## config.mk

```make
export PLATFORM = sky130hd
export DESIGN_NAME = multi_cycle_alu
export DESIGN_NICKNAME = d
export VERILOG_FILES = /design/src/rtl/multi_cycle_alu.sv
export SDC_FILE = /design/constraint.sdc
export NUM_CORES = 1
export LEC_CHECK = 0
export BUFFER_PORTS_ARGS = -buffer_cell sky130_fd_sc_hd__buf_2
export CAP_MARGIN = 20
export CORE_UTILIZATION = 56
export CTS_BUF_LIST = sky130_fd_sc_hd__clkbuf_2 sky130_fd_sc_hd__clkbuf_4 sky130_fd_sc_hd__clkbuf_8
export CTS_CLUSTER_SIZE = 25
export DETAILED_ROUTE_END_ITERATION = 8
export PLACE_DENSITY = 0.89
export SLEW_MARGIN = 20
export SYNTH_ARGS = -nofsm -noshare
export SYNTH_HDL_FRONTEND = slang
export SYNTH_SLANG_ARGS = --single-unit
```

## constraint.sdc

```tcl
create_clock -name clk -period 3.4 [get_ports clk]
set_input_delay 0.51 -clock clk [delete_from_list [all_inputs] [get_ports clk]]
set_output_delay 0.51 -clock clk [all_outputs]
set_load 0.03 [all_outputs]
```

## src/rtl/multi_cycle_alu.sv

```systemverilog
// Purpose : 32-bit ALU; single-cycle ops plus iterative one-bit-per-cycle shifts.
// Latency : 1 cycle for non-shift ops and zero shifts, n+1 cycles for a shift by n.
// Backpr. : start is taken only in IDLE/DONE; start during SHIFT is dropped, not queued.
module multi_cycle_alu (
   input  logic        clk,
   input  logic        reset,
   input  logic        start,
   input  logic [3:0]  Operation,
   input  logic [31:0] SrcA,
   input  logic [31:0] SrcB,
   output logic        busy,
   output logic        done,
   output logic [31:0] ALUResult,
   output logic        Zero,
   output logic        illegal_op
);

   localparam logic [3:0] OP_ADD  = 4'b0000;
   localparam logic [3:0] OP_SUB  = 4'b0001;
   localparam logic [3:0] OP_XOR  = 4'b0010;
   localparam logic [3:0] OP_OR   = 4'b0011;
   localparam logic [3:0] OP_AND  = 4'b0100;
   localparam logic [3:0] OP_SRL  = 4'b0101;
   localparam logic [3:0] OP_SLL  = 4'b0110;
   localparam logic [3:0] OP_SRA  = 4'b0111;
   localparam logic [3:0] OP_SLT  = 4'b1000;
   localparam logic [3:0] OP_SLTU = 4'b1001;
   localparam logic [3:0] OP_BEQ  = 4'b1010;

   typedef enum logic [1:0] {
      IDLE  = 2'd0,
      SHIFT = 2'd1,
      DONE  = 2'd2
   } state_t;

   state_t      state, state_nxt;
   logic [3:0]  op_q;        // captured op, steers the shift direction
   logic [31:0] sh_q;        // working shift register, never visible on ALUResult
   logic [4:0]  cnt;         // remaining shift steps
   logic [31:0] result_q;
   logic        zero_q;
   logic        illegal_q;

   logic        accept;
   logic        is_shift;
   logic        start_shift;
   logic [31:0] comb_res;
   logic        comb_ill;
   logic [31:0] sh_step;

   // Request acceptance: only when not iterating a shift.
   always_comb begin
      accept      = start && ((state == IDLE) || (state == DONE));
      is_shift    = (Operation == OP_SRL) || (Operation == OP_SLL) || (Operation == OP_SRA);
      start_shift = accept && is_shift && (SrcB[4:0] != 5'd0);
   end

   // Single-cycle result from the live operands; a zero-length shift passes SrcA through.
   always_comb begin
      comb_res = 32'd0;
      comb_ill = 1'b0;
      case (Operation)
         OP_ADD:  comb_res = SrcA + SrcB;
         OP_SUB:  comb_res = SrcA - SrcB;
         OP_XOR:  comb_res = SrcA ^ SrcB;
         OP_OR:   comb_res = SrcA | SrcB;
         OP_AND:  comb_res = SrcA & SrcB;
         OP_SRL,
         OP_SLL,
         OP_SRA:  comb_res = SrcA;
         OP_SLT:  comb_res = {31'd0, ($signed(SrcA) < $signed(SrcB))};
         OP_SLTU: comb_res = {31'd0, (SrcA < SrcB)};
         OP_BEQ:  comb_res = SrcA - SrcB;
         default: comb_ill = 1'b1;
      endcase
   end

   // One-bit shift step according to the captured op.
   always_comb begin
      sh_step = sh_q;
      case (op_q)
         OP_SLL:  sh_step = {sh_q[30:0], 1'b0};
         OP_SRL:  sh_step = {1'b0, sh_q[31:1]};
         default: sh_step = {sh_q[31], sh_q[31:1]};
      endcase
   end

   // State register.
   always_ff @(posedge clk) begin
      if (reset) state <= IDLE;
      else       state <= state_nxt;
   end

   // Next-state and status decode.
   always_comb begin
      state_nxt = state;
      busy      = (state == SHIFT);
      done      = (state == DONE);
      case (state)
         IDLE,
         DONE: begin
            if (start) state_nxt = start_shift ? SHIFT : DONE;
            else       state_nxt = IDLE;
         end
         SHIFT: begin
            if (cnt == 5'd1) state_nxt = DONE;
         end
         default: state_nxt = IDLE;
      endcase
   end

   // Datapath: operand capture, shift iteration, and result/flag registers updated together.
   always_ff @(posedge clk) begin
      if (reset) begin
         op_q      <= 4'd0;
         sh_q      <= 32'd0;
         cnt       <= 5'd0;
         result_q  <= 32'd0;
         zero_q    <= 1'b0;
         illegal_q <= 1'b0;
      end else begin
         illegal_q <= 1'b0;
         if (accept) begin
            op_q <= Operation;
            sh_q <= SrcA;
            if (start_shift) begin
               cnt <= SrcB[4:0];
            end else begin
               cnt       <= 5'd0;
               result_q  <= comb_res;
               zero_q    <= (comb_res == 32'd0);
               illegal_q <= comb_ill;
            end
         end else if (state == SHIFT) begin
            sh_q <= sh_step;
            cnt  <= cnt - 5'd1;
            if (cnt == 5'd1) begin
               result_q <= sh_step;
               zero_q   <= (sh_step == 32'd0);
            end
         end
      end
   end

   assign ALUResult  = result_q;
   assign Zero       = zero_q;
   assign illegal_op = illegal_q;

endmodule

```

==> results of run 1 <==
synth_stat cells (6+ instances only):
library cell and number:
nor2_1 159, a21oi_1 142, nand2_1 129, ha_1 101, inv_1 96, dfxtp_1 77, mux2i_1 62, clkbuf_1 49
o21ai_0 46, nor3_1 36, buf_2 30, nand3_1 26, a211oi_1 25, o22ai_1 24, o211ai_1 21, a221oi_1 20
nand4_1 17, nor2b_1 16, nor4_1 15, o221ai_1 15, o31ai_1 15, nand2b_1 14, o21bai_1 14, a22oi_1 13
a31oi_1 12, a21o_1 11, o21a_1 10, o21ai_1 10, o22a_1 10, buf_1 9, or3_1 9, a221o_1 7
mux2_2 7, a311oi_1 6, and2_1 6, inv_2 6, xnor2_1 6
routing by layer:
| metal | GRT overflow | global-route usage [%] |
|---|---|---|
| met1 | 1 | 61.7 |
| met2 | 1 | 77.3 |
| met3 | 0 | 39.5 |
| met4 | 2 | 53.2 |
| met5 | 0 | 14.2 |
cell families after synthesis:
group,count (synthesis),synth area share (%)
compound gates,464,32.5
simple gates,463,22.2
buf+inv,198,8.30
fa+ha+maj,103,13.3
flops,77,15.7
mux,69,7.12
xor+xnor,10,0.892
timing repair:
item	4_1_cts
gates resized for setup	38
pin swaps	24
setup endpoints to repair	4
buffers inserted	8
per-stage QoR:
stage | area, um2 | hold slack, ps | std cells | setup TNS (ps) | setup WS [ps]
floorplan | 9820 | 432 | 1384 | 0 | 19.3
global placement | 12500 | 438 | 1911 | -2660 | -413
detailed placement | 12500 | 444 | 1911 | -4600 | -578
CTS | 12900 | 458 | 1935 | 0 | 1.70
==> results.toml, run 1 <==
[yosys]
synth_top_area_share_pct = 15.7
synthDistinctLibCells = 95
yosys_most_used_dff = "dfxtp_1"
synth-seq-cells = 77
ys_seq_area_share_pct = 15.7
synth.area.top_cells = "dfxtp_1, ha_1, a21oi_1"
ys_warn_count = 0
synth.net_count = 1558
yosysTopAreaCell = "dfxtp_1"
syn-cell-area_um2 = 9820
avgSynthCellArea_um2 = 7.09
async_reset_ff_share_pct = 0
synth_edf_count = 0
syn_inst = 1384

[floorplan]
fp-row-count = 48
die_w_um = 134
top_level_ports = 107
start_util_pct = 57.0
fp.dieH_um = 134

[clock_network]
hold_buffers = 0
cts-buffers-inserted = 9
cts_buffer_depth = 2
clk_root_buffer_cell = "clkbuf_8"
htree_levels = 3
numClockSinks = 77

[global_routing]
grt_max_degree = 76
track_usage_pct = 58.8
grt_remaining_overflow = 4
antenna_found_initial = 2

[sta]
worst_endpoint = "Zero$_SDFFE_PP0P_/D"
worst-endpoint-pin-kind = "sequential cell input"

[outcome]
failed_stage = "5_1_grt"
firstError = "[ERROR GRT-0232] Routing congestion too high. Check the congestion heatmap in the GUI."
status = "did not finish"

[placed_design]
port-buffer-count = 106
globalplace.congestion = 1.15
dpl.hpwl_mm = 31.4
==> inputs of run 2 (changes only) <==
--- a/config.mk
+++ b/config.mk
@@ -7,11 +7,9 @@
 export LEC_CHECK = 0
 export BUFFER_PORTS_ARGS = -buffer_cell sky130_fd_sc_hd__buf_2
 export CAP_MARGIN = 20
-export CORE_UTILIZATION = 56
-export CTS_BUF_LIST = sky130_fd_sc_hd__clkbuf_2 sky130_fd_sc_hd__clkbuf_4 sky130_fd_sc_hd__clkbuf_8
-export CTS_CLUSTER_SIZE = 25
+export CORE_UTILIZATION = 40
 export DETAILED_ROUTE_END_ITERATION = 8
-export PLACE_DENSITY = 0.89
+export PLACE_DENSITY_LB_ADDON = 0.15
 export SLEW_MARGIN = 20
 export SYNTH_ARGS = -nofsm -noshare
 export SYNTH_HDL_FRONTEND = slang
==> constraint.sdc (replaced) <==
create_clock -name clk -period 4.4 [get_ports clk]
set_input_delay 0.66 -clock clk [delete_from_list [all_inputs] [get_ports clk]]
set_output_delay 0.66 -clock clk [all_outputs]
set_load 0.03 [all_outputs]
==> run 2 against run 1 <==
Compared with the run above: the run now ends clean; synthesized area stayed put; synthesized cell count stayed put.
==> results.toml, run 2 <==
[clock_network]
numClockSinks = 77
cts_buffer_depth = 2
cts_resized = 0
clock_latency_ps = 340
cts_tree = "yes"
cts.clk_slew.worst_paths_ps = 60
clk_root_buffer_cell = "clkbuf_16"
cts-buffers-inserted = 9
hold_buffers = 0
htree_levels = 3
cts_setup_buffers = 0

[drt]
dr.pass1.iters = 6
via_per_inst = 6.22
post-route-drc-count = 0
antenna_left = 0
drt_wl_total_mm = 38.4
route.vias.total = 11099
drt_iter0_drc = 1143
wl_per_cell_um = 21.5

[placed_design]
dpl_cell_area_um2 = 10800
globalplace.congestion = 0.987
pre_cts_ws_ps = 92.7
dp.cells = 1767
port-buffer-count = 106
dpl.hpwl_mm = 30.2

[floorplan]
die_w_um = 159
fp-row-count = 56
fp.dieH_um = 159
die_area_um2 = 25200
start_util_pct = 41.3
top_level_ports = 107
core_um2 = 23800

[worst_setup_path]
critPathCaptureType = "flop"
crit_family = "compound AO/OA/AOI/OAI gates"
path_max_fanout = 4
crit_slowest_cell = "o311ai_1"
crit_type = "input port to flop"
cp-start-kind = "input port"
slowest_delay_ps = 490
required_ps = 4680
crit_buf_inv = 3
crit_chain = "buf_2, inv_1, ha_1, inv_1, fa_1, nor2b_1, o311ai_2, a21oi_1, o311ai_1, a21oi_1, a221o_1, a21oi_1, nand4_1, nor4_1, and4_1, a32o_2"
worst_path_most_repeated_cell = "a21oi_1"
cp.arrival_ps = 4260

[global_routing]
grt_max_degree = 76
antenna_found_initial = 0
track_usage_pct = 30.7
grt_remaining_overflow = 0
grt_pass1_wl_mm = 59.1
grt_pass1_vias = 10399

[yosys]
syn-cell-area_um2 = 9820
synth.area.top_cells = "dfxtp_1, ha_1, a21oi_1"
synth-seq-cells = 77
avgSynthCellArea_um2 = 7.09
ys_seq_area_share_pct = 15.7
synth_edf_count = 0
synth_top_area_share_pct = 15.7
syn_inst = 1384
synth_most_common_cell = "nor2_1"
yosysTopAreaCell = "dfxtp_1"
synthDistinctLibCells = 95
synth_common_cells = "nor2_1, a21oi_1, nand2_1"
ys_warn_count = 0
yosys_most_used_dff = "dfxtp_1"
synth.net_count = 1558
async_reset_ff_share_pct = 0

[cells_and_area]
layout-drive-gt1-share_pct = 14.9
mostFrequentLayoutCell = "nor2_1"
final_util_pct = 46.8
layout.cells.non_filler = 1783
syn2layout_area_growth_pct = 13.2
finalInstanceArea_um2 = 11100
num_antenna_cells = 0
fin_nets = 1633
final_cell_mix = "nor2_1, a21oi_1, nand2_1"
fill_cells = 2478

[job]
maxCapViolCount = 0

[power]
p_per_area_nw_per_um2 = 256
finalPower_mw = 2.85
ir_drop_uv = 227
total_leakage_power_nw = 4.80

[sta]
fin_crit_ps = 3970
slew_headroom_pct = 44.0
hold_ws_ps = 450
rsz0062_at_grt = "false"
finalSetupViolCount = 0
hold_viol = 0
fmax_ghz = 0.252
worst_slack_ps = 427
fin_worst_skew_ps = 5.88
worstMarginPinSlew_ps = 840
period_share_pct = 90.3
finalSetupTns_ps = 0
drv_slew = 0

[min_path]
worstHoldPathType = "flop to flop"

[outcome]
status = "completed"
[run 2: cell counts after synthesis]
Identical to the previous run, type by type.
[run 2: tightest hold or removal path, stage by stage (launching register included)]
cell and delay, ps:
dfxtp_1 310, nand2_1 50, a21oi_1 50
[run 2: path summary, 6_finish.rpt]
path / from / to / slack (ps) / depth (start not counted)
worst min-delay path: ALUResult[11] / ALUResult[11] / 450 / 2
worst max-delay path: SrcA[0] / Zero / 430 / 16
worst max register to register: op_q[2] / Zero / 1200 / 10
worst min register to register: ALUResult[11] / ALUResult[11] / 450 / 2
[run 2: area by class of cell]
type,instances,area [um2],share of cell area [%]
Tap cell,319,399,3.59
Multi-Input combinational cell,1109,7520,67.6
Timing Repair Buffer,159,941,8.47
Inverter,103,387,3.48
Clock inverter,5,83.8,0.755
Sequential cell,77,1540,13.9
Clock buffer,11,243,2.18
[run 2: cells by family (layout without fill, tap and decap cells)]
kind of cell / after synthesis / after routing / synth area share, %
xor gates and xnor gates: 10 / 10 / 0.892
adders and majority gates: 103 / 103 / 13.3
DFF: 77 / 77 / 15.7
muxes: 69 / 69 / 7.12
AOI/OAI and AO/OA: 464 / 464 / 32.5
buffers and inverters: 198 / 278 / 8.30
and+or+nand+nor: 463 / 463 / 22.2
[run 2: power by group]
part | total, mW | internal, mW | switching [mW]
clock | 0.823 | 0.514 | 0.309
sequential | 0.778 | 0.744 | 0.0340
combinational | 1.25 | 0.433 | 0.812
[run 2: per-layer routing]
| metal | GRT usage, % | wire length [um] |
|---|---|---|
| met1 | 40.5 | 16700 |
| met2 | 49.6 | 17100 |
| met3 | 4.44 | 3010 |
| met4 | 13.6 | 1620 |
| met5 | 0 | 0 |
No activity file was read; power rests on OpenSTA's default activity.
==> inputs of run 3 (changes only) <==
--- a/config.mk
+++ b/config.mk
@@ -7,7 +7,7 @@
 export LEC_CHECK = 0
 export BUFFER_PORTS_ARGS = -buffer_cell sky130_fd_sc_hd__buf_2
 export CAP_MARGIN = 20
-export CORE_UTILIZATION = 40
+export CORE_UTILIZATION = 30
 export DETAILED_ROUTE_END_ITERATION = 8
 export PLACE_DENSITY_LB_ADDON = 0.15
 export SLEW_MARGIN = 20
==> run 3 against run 2 <==
Compared with the run above: cell count is 8.1% higher; critical path type unchanged; largest power group unchanged; combinational power is 4% higher; die area is 33% higher.
==> results.toml, run 3 (synthesis gave the netlist of run 2 again) <==
[drt]
dr.pass1.iters = 6
route.vias.total = 11121
via_per_inst = 5.77
antenna_left = 0
post-route-drc-count = 0
drt_wl_total_mm = 42.1
drt_iter0_drc = 1149
wl_per_cell_um = 21.9

[power]
p_sw_share_pct = 42.2
clockPowerShare_pct = 27.4
finalPower_mw = 2.86
ir_drop_uv = 201
p_comb_share_pct = 45.4
p_int_mw = 1.65
power_frac_seq_pct = 27.3
switching_power_mw = 1.21
p_per_area_nw_per_um2 = 249
total_leakage_power_nw = 4.94

[min_path]
worstHoldPathType = "flop to flop"

[placed_design]
port-buffer-count = 106
pre_cts_ws_ps = -116
globalplace.congestion = 0.911
dpl.hpwl_mm = 33.0

[clock_network]
cts_setup_buffers = 0
hold_buffers = 0
htree_levels = 3
cts.clk_slew.worst_paths_ps = 70
cts_buffer_depth = 2
clock_latency_ps = 350
cts-buffers-inserted = 9
clk_root_buffer_cell = "clkbuf_16"
numClockSinks = 77
cts_tree = "yes"

[cells_and_area]
fin_nets = 1661
layout-drive-gt1-share_pct = 16.7
syn2layout_area_growth_pct = 16.9
num_antenna_cells = 0
final_cell_mix = "nor2_1, a21oi_1, nand2_1"
mostFrequentLayoutCell = "nor2_1"

[outcome]
status = "completed"

[sta]
drv_slew = 0
worstMarginPinSlew_ps = 848
slew_headroom_pct = 43.0
fin_crit_ps = 4280
finalSetupViolCount = 0
fmax_ghz = 0.233
period_share_pct = 97.3
hold_viol = 0
rsz0062_at_grt = "false"
finalSetupTns_ps = 0
fin_worst_skew_ps = 12.8
worst_slack_ps = 117

[global_routing]
grt_pass1_wl_mm = 63.9
antenna_found_initial = 0
grt_max_degree = 76
track_usage_pct = 25.0
grt_pass1_vias = 10559
grt_remaining_overflow = 0

[floorplan]
fp.dieH_um = 183
fp-row-count = 65
top_level_ports = 107
start_util_pct = 30.8
die_area_um2 = 33500
core_um2 = 31900
die_w_um = 183

[worst_setup_path]
cp-start-kind = "input port"
crit_type = "input port to flop"
cp.arrival_ps = 4580
critPathCaptureType = "flop"
required_ps = 4700
path_max_fanout = 13

[job]
maxCapViolCount = 0
run 3: what timing repair did:
action,in CTS,in global routing
gates resized for setup,0,2
hold endpoints to repair,0,0
setup endpoints to repair,0,1
run 3: final timing paths:
kind,endpoint,slack (ps),cells past startpoint,from
worst max register to register,Zero,1000,15,cnt[1]
worst min register to register,ALUResult[27],450,2,ALUResult[27]
worst min-delay path,ALUResult[27],450,2,ALUResult[27]
worst max-delay path,Zero,120,16,SrcA[9]
run 3: routing by layer:
layer | part of all wire [%] | vias to the layer above | GRT usage, %
met3 | 6.4 | 62 | 3.63
met2 | 46 | 470 | 40.9
met1 | 45 | 5312 | 33.7
li1 | - | 5277 | -
met4 | 2.6 | 0 | 7.50
met5 | 0 | - | 0
run 3: through the flow:
stage          utilization [%]  hold WS (ps)  cell area [um2]  cells
6_report                  36.0           452            11500   1927
5_1_grt                   36.0           474            11500   1927
4_1_cts                   36.0           455            11500   1927
3_5_place_dp              35.0           445            11200   1911
3_3_place_gp              35.0           441            11100   1910
2_1_floorplan                -           432             9820   1384
run 3: area by class of cell:
cell class	instances	area (um2)
clock inverter	7	80.1
inverter	103	387
sequential	77	1540
timing repair buffer	187	1170
fill	3527	20400
clock buffer	9	225
tap	435	544
multi-input combinational	1109	7530
run 3: power groups by stage:
stage	logic [mW]	clock network, mW	registers, mW
2_1_floorplan	0.782	0	0.826
3_5_place_dp	1.27	0	0.794
3_3_place_gp	1.27	0	0.793
5_1_grt	1.41	0.831	0.783
4_1_cts	1.28	0.802	0.778
6_report	1.30	0.782	0.779
run 3: critical path, stage by stage:
cell and delay [ps]:
buf_2 150, inv_1 60, ha_1 340, buf_12 170, nor4_1 380, o21ai_0 210
o311ai_1 230, nor2_1 210, a211oi_1 300, o221ai_1 280, nor4_1 410, buf_4 200
o2111ai_1 120, nor4_1 430, and4_1 260, a32o_2 160
